File: src/rtl/stream_split_pkg.sv
// Shared constants and types for the wide-word to per-lane stream splitter.
package stream_split_pkg;

  localparam int DEFAULT_N_LANES = 13;
  localparam int DEFAULT_LANE_W  = 8;

  typedef logic [DEFAULT_LANE_W-1:0] lane_data_t;

endpackage

File: src/rtl/stream_split_lane.sv
// One output lane: a single registered beat with a full flag and ready/valid handshake.
module stream_split_lane
  import stream_split_pkg::*;
#(
  parameter int LANE_W = DEFAULT_LANE_W
) (
  input  logic              aclk,
  input  logic              aresetn,
  input  logic              load,
  input  logic [LANE_W-1:0] load_data,
  input  logic              ready,
  output logic              valid,
  output logic [LANE_W-1:0] data,
  output logic              free
);

  logic full;

  // A reload in the same cycle as a drain keeps the lane full with no bubble.
  always_ff @(posedge aclk or negedge aresetn) begin
    if (!aresetn) begin
      full <= 1'b0;
      data <= '0;
    end else if (load) begin
      full <= 1'b1;
      data <= load_data;
    end else if (ready) begin
      full <= 1'b0;
    end
  end

  assign valid = full;
  assign free  = !full || ready;

endmodule

File: src/rtl/stream_split.sv
// Splits each accepted wide word into N_LANES independent AXI-Stream lanes.
// Optional feature: define STREAM_SPLIT_WORD_CNT_EN to add the word_count output.
module stream_split
  import stream_split_pkg::*;
#(
  parameter int N_LANES = DEFAULT_N_LANES,
  parameter int LANE_W  = DEFAULT_LANE_W
) (
  input  logic                      aclk,
  input  logic                      aresetn,
  input  logic [N_LANES*LANE_W-1:0] S_AXIS_TDATA,
  input  logic                      S_AXIS_TVALID,
  output logic                      S_AXIS_TREADY,
  output logic [N_LANES*LANE_W-1:0] M_AXIS_TDATA,
  output logic [N_LANES-1:0]        M_AXIS_TVALID,
  input  logic [N_LANES-1:0]        M_AXIS_TREADY
`ifdef STREAM_SPLIT_WORD_CNT_EN
  ,
  output logic [31:0]               word_count
`endif
);

  logic [N_LANES-1:0] lane_free;
  logic               load;

  // Combinational from M_AXIS_TREADY so a draining lane can be refilled in the same cycle.
  assign S_AXIS_TREADY = &lane_free;
  assign load          = S_AXIS_TVALID && S_AXIS_TREADY;

  for (genvar k = 0; k < N_LANES; k++) begin : g_lane
    stream_split_lane #(
      .LANE_W(LANE_W)
    ) u_lane (
      .aclk      (aclk),
      .aresetn   (aresetn),
      .load      (load),
      .load_data (S_AXIS_TDATA[k*LANE_W +: LANE_W]),
      .ready     (M_AXIS_TREADY[k]),
      .valid     (M_AXIS_TVALID[k]),
      .data      (M_AXIS_TDATA[k*LANE_W +: LANE_W]),
      .free      (lane_free[k])
    );
  end

`ifdef STREAM_SPLIT_WORD_CNT_EN
  always_ff @(posedge aclk or negedge aresetn) begin
    if (!aresetn) begin
      word_count <= '0;
    end else if (load) begin
      word_count <= word_count + 32'd1;
    end
  end
`endif

endmodule

File: config.mk
export PLATFORM = sky130hd
export DESIGN_NAME = stream_split
export DESIGN_NICKNAME = d
export VERILOG_FILES = /design/src/rtl/stream_split_pkg.sv /design/src/rtl/stream_split_lane.sv /design/src/rtl/stream_split.sv
export SDC_FILE = /design/constraint.sdc
export NUM_CORES = 1
export LEC_CHECK = 0
export ABC_AREA = 1
export CORE_UTILIZATION = 36
export DETAILED_ROUTE_END_ITERATION = 10
export PLACE_DENSITY_LB_ADDON = 0.08
export SYNTH_ARGS = -nofsm -noshare
export SYNTH_HDL_FRONTEND = slang
export SYNTH_SLANG_ARGS = --single-unit
File: constraint.sdc
create_clock -name aclk -period 1.8 [get_ports aclk]
set_clock_uncertainty 0.1 [all_clocks]
set_input_delay 0.54 -clock aclk [delete_from_list [all_inputs] [get_ports aclk]]
set_output_delay 0.54 -clock aclk [all_outputs]
set_load 0.05 [all_outputs]
Word level (Yosys, flattened, before mapping)
Index checks and enable logic that the tools add are counted.

Reductions and logical operators: 41. Multiplexer cells: 26.

Operators by type and width (count): 1-bit two-way mux (26); 2-bit nonzero test (13); 1-bit logical NOT (13); 1-bit logical OR (13); 13-bit AND reduction (1); 1-bit logical AND (1).

Output and inout bits: 118. Bits of input ports: 120. Logic and storage cells: 93. Register bits after elaboration: 117.

Logic depth before layout (Yosys ltp)
Word-level depth: 5. Mapped depth: 11. Gate-level depth less buffers: 9.

Cells and area by module
Synthesis repeated with hierarchy kept, for this count alone.

Cell total of the unflattened synthesis: 512. Area, all modules: 4516.8 sq um.

Modules (own cells, without submodules): stream_split_lane (area an instance 341.6 sq um, times used 13, cells an instance 38, sequential area each 225.2 sq um); stream_split (area an instance 76.3 sq um, times used 1, cells an instance 18, sequential area each 0.0 sq um).

Worst setup path before layout
OpenSTA, ideal clock, no wires.

Path type: input to output. Start: input port M_AXIS_TREADY[10]. End: output port S_AXIS_TREADY. Buffers on the path: 1. Data arrival time: 1340 ps. Path slack: -180 ps. Data required time: 1160 ps. Stages on the path: 7. Path through: inv_1 nand2_1 nand2_1 nor2_1 nand2_1 nor2_4 buf_2.

Cells in the longest elaborated chain, start to end: 2.

Ends and longest elaborated chain: start, declared (RTL line stream_split.sv:16) `input logic [N_LANES-1:0] M_AXIS_TREADY`; 1-bit logical OR (RTL line stream_split_lane.sv:33) `assign free = !full || ready;`; 13-bit AND reduction (RTL line stream_split.sv:27) `assign S_AXIS_TREADY = &lane_free;`; end, declared (RTL line stream_split.sv:13) `output logic S_AXIS_TREADY,`.

Every way passes these cells.

Final worst setup path
Start: register g_lane[4].u_lane.full. End: output port S_AXIS_TREADY.

Cells in the longest elaborated chain, start to end: 3.

Ends and longest elaborated chain: start, declared (RTL line stream_split_lane.sv:17) `logic full;`; start signal, assigned (RTL line stream_split_lane.sv:22) `full <= 1'b0;`; start signal, assigned (RTL line stream_split_lane.sv:25) `full <= 1'b1;`; start signal, assigned (RTL line stream_split_lane.sv:28) `full <= 1'b0;`; 1-bit logical NOT (RTL line stream_split_lane.sv:33); 1-bit logical OR (RTL line stream_split_lane.sv:33); 13-bit AND reduction (RTL line stream_split.sv:27).

Every way passes these cells.

==> impl_metrics.ini <==
[outcome]
run_status = finished, violations left
failed_checks = negative setup slack

[clock_network]
cts_tree = built
source_to_sink_clock_delay_at_the_later_pin_of_the_worst_skew_pair_ns = 0.40
cts_root_buffer = sky130_fd_sc_hd__clkbuf_16
cts_max_path_buffers = 2
cts_htree_levels = 4
cts_sinks = 117
post_cts_hold_buffer_count = 0
cts_made_buffers = 17
clkTransAtPathRegs_ns = 0.05

[timing]
finalCriticalPeriod_ns = 2.12
setup_total_negative_slack_ns = -0.540
max_freq_mhz = 471
setup_viol = 13
finalHoldWorstSlack_ns = 0.0421
setup_repair_after_global_routing_missed_its_margin = true
tightest_slew_ns = 0.508
hold_viol_final = 0
max-slew-margin-rel_pct = 66.1
setup_ws_ns = -0.323
final.period_utilization_pct = 118
timing_max_transition_violations_final = 0

[finish]
area.growth.synth_to_final_pct = 106
layout.core_utilization_pct = 77.1
layout.cells.most_common = sky130_fd_sc_hd__nand2_1
post_route_cells_drive_above_1_share_pct = 32.1
final_net_count = 943
final_cells = 1008
diodes = 0
most-common-layout-cells = 223 x sky130_fd_sc_hd__nand2_1, 129 x sky130_fd_sc_hd__buf_12, 116 x sky130_fd_sc_hd__dfrtp_1

[floorplanning]
pin_count = 238
fp.dieArea_mm2 = 0.0137
dieHeight_um = 117
initial_core_util_pct = 37.4
die_width_um = 117
placementRows = 41
core_region_area_mm2 = 0.0128

[pwr]
power_mw = 22.2
p_leak_nw = 4.96
irDropWorstVdd_v = 0.00128
power_per_cell_area_mw_per_mm2 = 2250

[drt]
antenna_violating_nets_post_route = 0
drc_errors = 0
wl_per_cell_um = 17.4
routed-via-count = 4764
drt-initial-drc-count = 200
firstDrtPassIters = 4
vias_per_cell = 4.73
drt-total-wl_um = 17500

[placed_design]
dp_cells = 927
place.port_buffers = 237
gp_congestion = 0.747
hpwl_dp_um = 10300

[synth]
ys_seq_area_share_pct = 61.2
synth_warnings = 0
postSynthCellCount = 544
synth_cell_type_count = 14
post_synth.cell_area_avg_um2 = 8.79
ys_seq_elements = 117
synthesis.area_mm2 = 0.00478
mappedNetlistNets = 664

[global_route]
antenna_found_initial = 0
first_global_vias = 4734
global_route.usage.total_pct = 23.7
grt_pass1_wl_um = 24200
pin_count_of_the_biggest_net_entering_global_routing = 105
grt_overflow = 0

[setup_path]
crit_arrival_ns = 1.48
worst-endpoint-required_ns = 1.16
timing_worst_setup_path_type = flip-flop to output pin
r2r_setup_slack_ns = 0
critical_path.max_fanout = 3
crit_top_cell = sky130_fd_sc_hd__nand2_2
cpMaxStageDelayCell = sky130_fd_sc_hd__dfrtp_1
critical_path.startpoint_type = flip-flop
worstPathCellList = nand2_2 > nand2_1 > nor2_2 > nand2_2 > nor2_4 > buf_12
max_stage_delay_ns = 0.39
timing.critical_path.to_type = output pin

[worst_hold_path]
hold_path.class = primary input to asynchronous set/reset pin

[job]
timing.max_cap.violations = 0
[cell families after synthesis]
family                 after synthesis  share of synthesized area [%]
buffers and inverters               67                           7.35
and+or+nand+nor                    360                           31.4
DFF                                117                           61.2
[path summary, 6_finish.rpt]
path	from	to	cells past startpoint
max reg2reg	g_lane[10].u_lane.valid	g_lane[2].u_lane.data[3]	9
min reg2reg	g_lane[3].u_lane.valid	g_lane[3].u_lane.valid	2
max in group asynchronous	aresetn	g_lane[3].u_lane.data[1]	2
max	g_lane[4].u_lane.valid	S_AXIS_TREADY	6
min in group aclk	g_lane[3].u_lane.valid	g_lane[3].u_lane.valid	2
min	aresetn	g_lane[6].u_lane.valid	2
[cell usage after synthesis]
| master | count | area share (%) |
|---|---|---|
| sky130_fd_sc_hd__nand3_1 | 104 | 11 |
| sky130_fd_sc_hd__nor2_1 | 4 | 0.31 |
| sky130_fd_sc_hd__nor3_2 | 1 | 0.21 |
| sky130_fd_sc_hd__buf_6 | 3 | 0.71 |
| sky130_fd_sc_hd__buf_2 | 8 | 0.84 |
| sky130_fd_sc_hd__buf_4 | 18 | 2.8 |
| sky130_fd_sc_hd__dfrtp_1 | 117 | 61 |
| sky130_fd_sc_hd__nand3_2 | 1 | 0.21 |
| sky130_fd_sc_hd__inv_2 | 1 | 0.078 |
| sky130_fd_sc_hd__buf_1 | 2 | 0.16 |
| sky130_fd_sc_hd__inv_1 | 18 | 1.4 |
| sky130_fd_sc_hd__nand2_1 | 249 | 20 |
| sky130_fd_sc_hd__nor2_4 | 1 | 0.24 |
| sky130_fd_sc_hd__clkbuf_1 | 17 | 1.3 |
[metal layers]
layer | wire length [um] | global-route usage, %
met2 | 9180 | 41.5
met5 | 0 | 0
met4 | 457 | 11.0
met3 | 1470 | 9.58
met1 | 6400 | 24.8
[metrics by stage]
stage	cell area [um^2]	worst slack, ns
2_1_floorplan	4840	0.000220
3_3_place_gp	8580	-0.587
3_5_place_dp	8580	-0.615
4_1_cts	9550	-0.291
5_1_grt	9850	-0.394
6_report	9850	-0.323
[state kept, by name, indices dropped and copies added, names as in the netlist]
name	count
g_lane.u_lane.valid	13
g_lane.u_lane.data	104
[critical path: cells and delay by family (launching register included)]
kind	cells	cell delay [ns]
and+or+nand+nor	5	0.54
DFF	1	0.39
buffers and inverters	1	0.15
[timing repair]
item / CTS / global route
endpoints found under the hold margin: 0 / 0
setup buffers: 39 / 15
pin swaps: 11 / 16
cloned: 1 / 10
gates resized for setup: 24 / 40
setup endpoints to repair: 111 / 118
[area by class of cell]
class	count	area, um^2
Timing Repair Buffer	307	4370
Sequential cell	117	2930
Inverter	19	81.3
Fill cell	796	2920
Tap cell	172	215
Clock inverter	10	150
Multi-Input combinational cell	361	1630
Clock buffer	22	484
[power breakdown]
part	internal [mW]	leakage (nW)	switching, mW
clock	2.45	0.319	1.15
combinational	6.34	3.18	7.12
sequential	3.84	1.47	1.29
total	12.6	4.96	9.56
(Power assumes the default switching activity.)
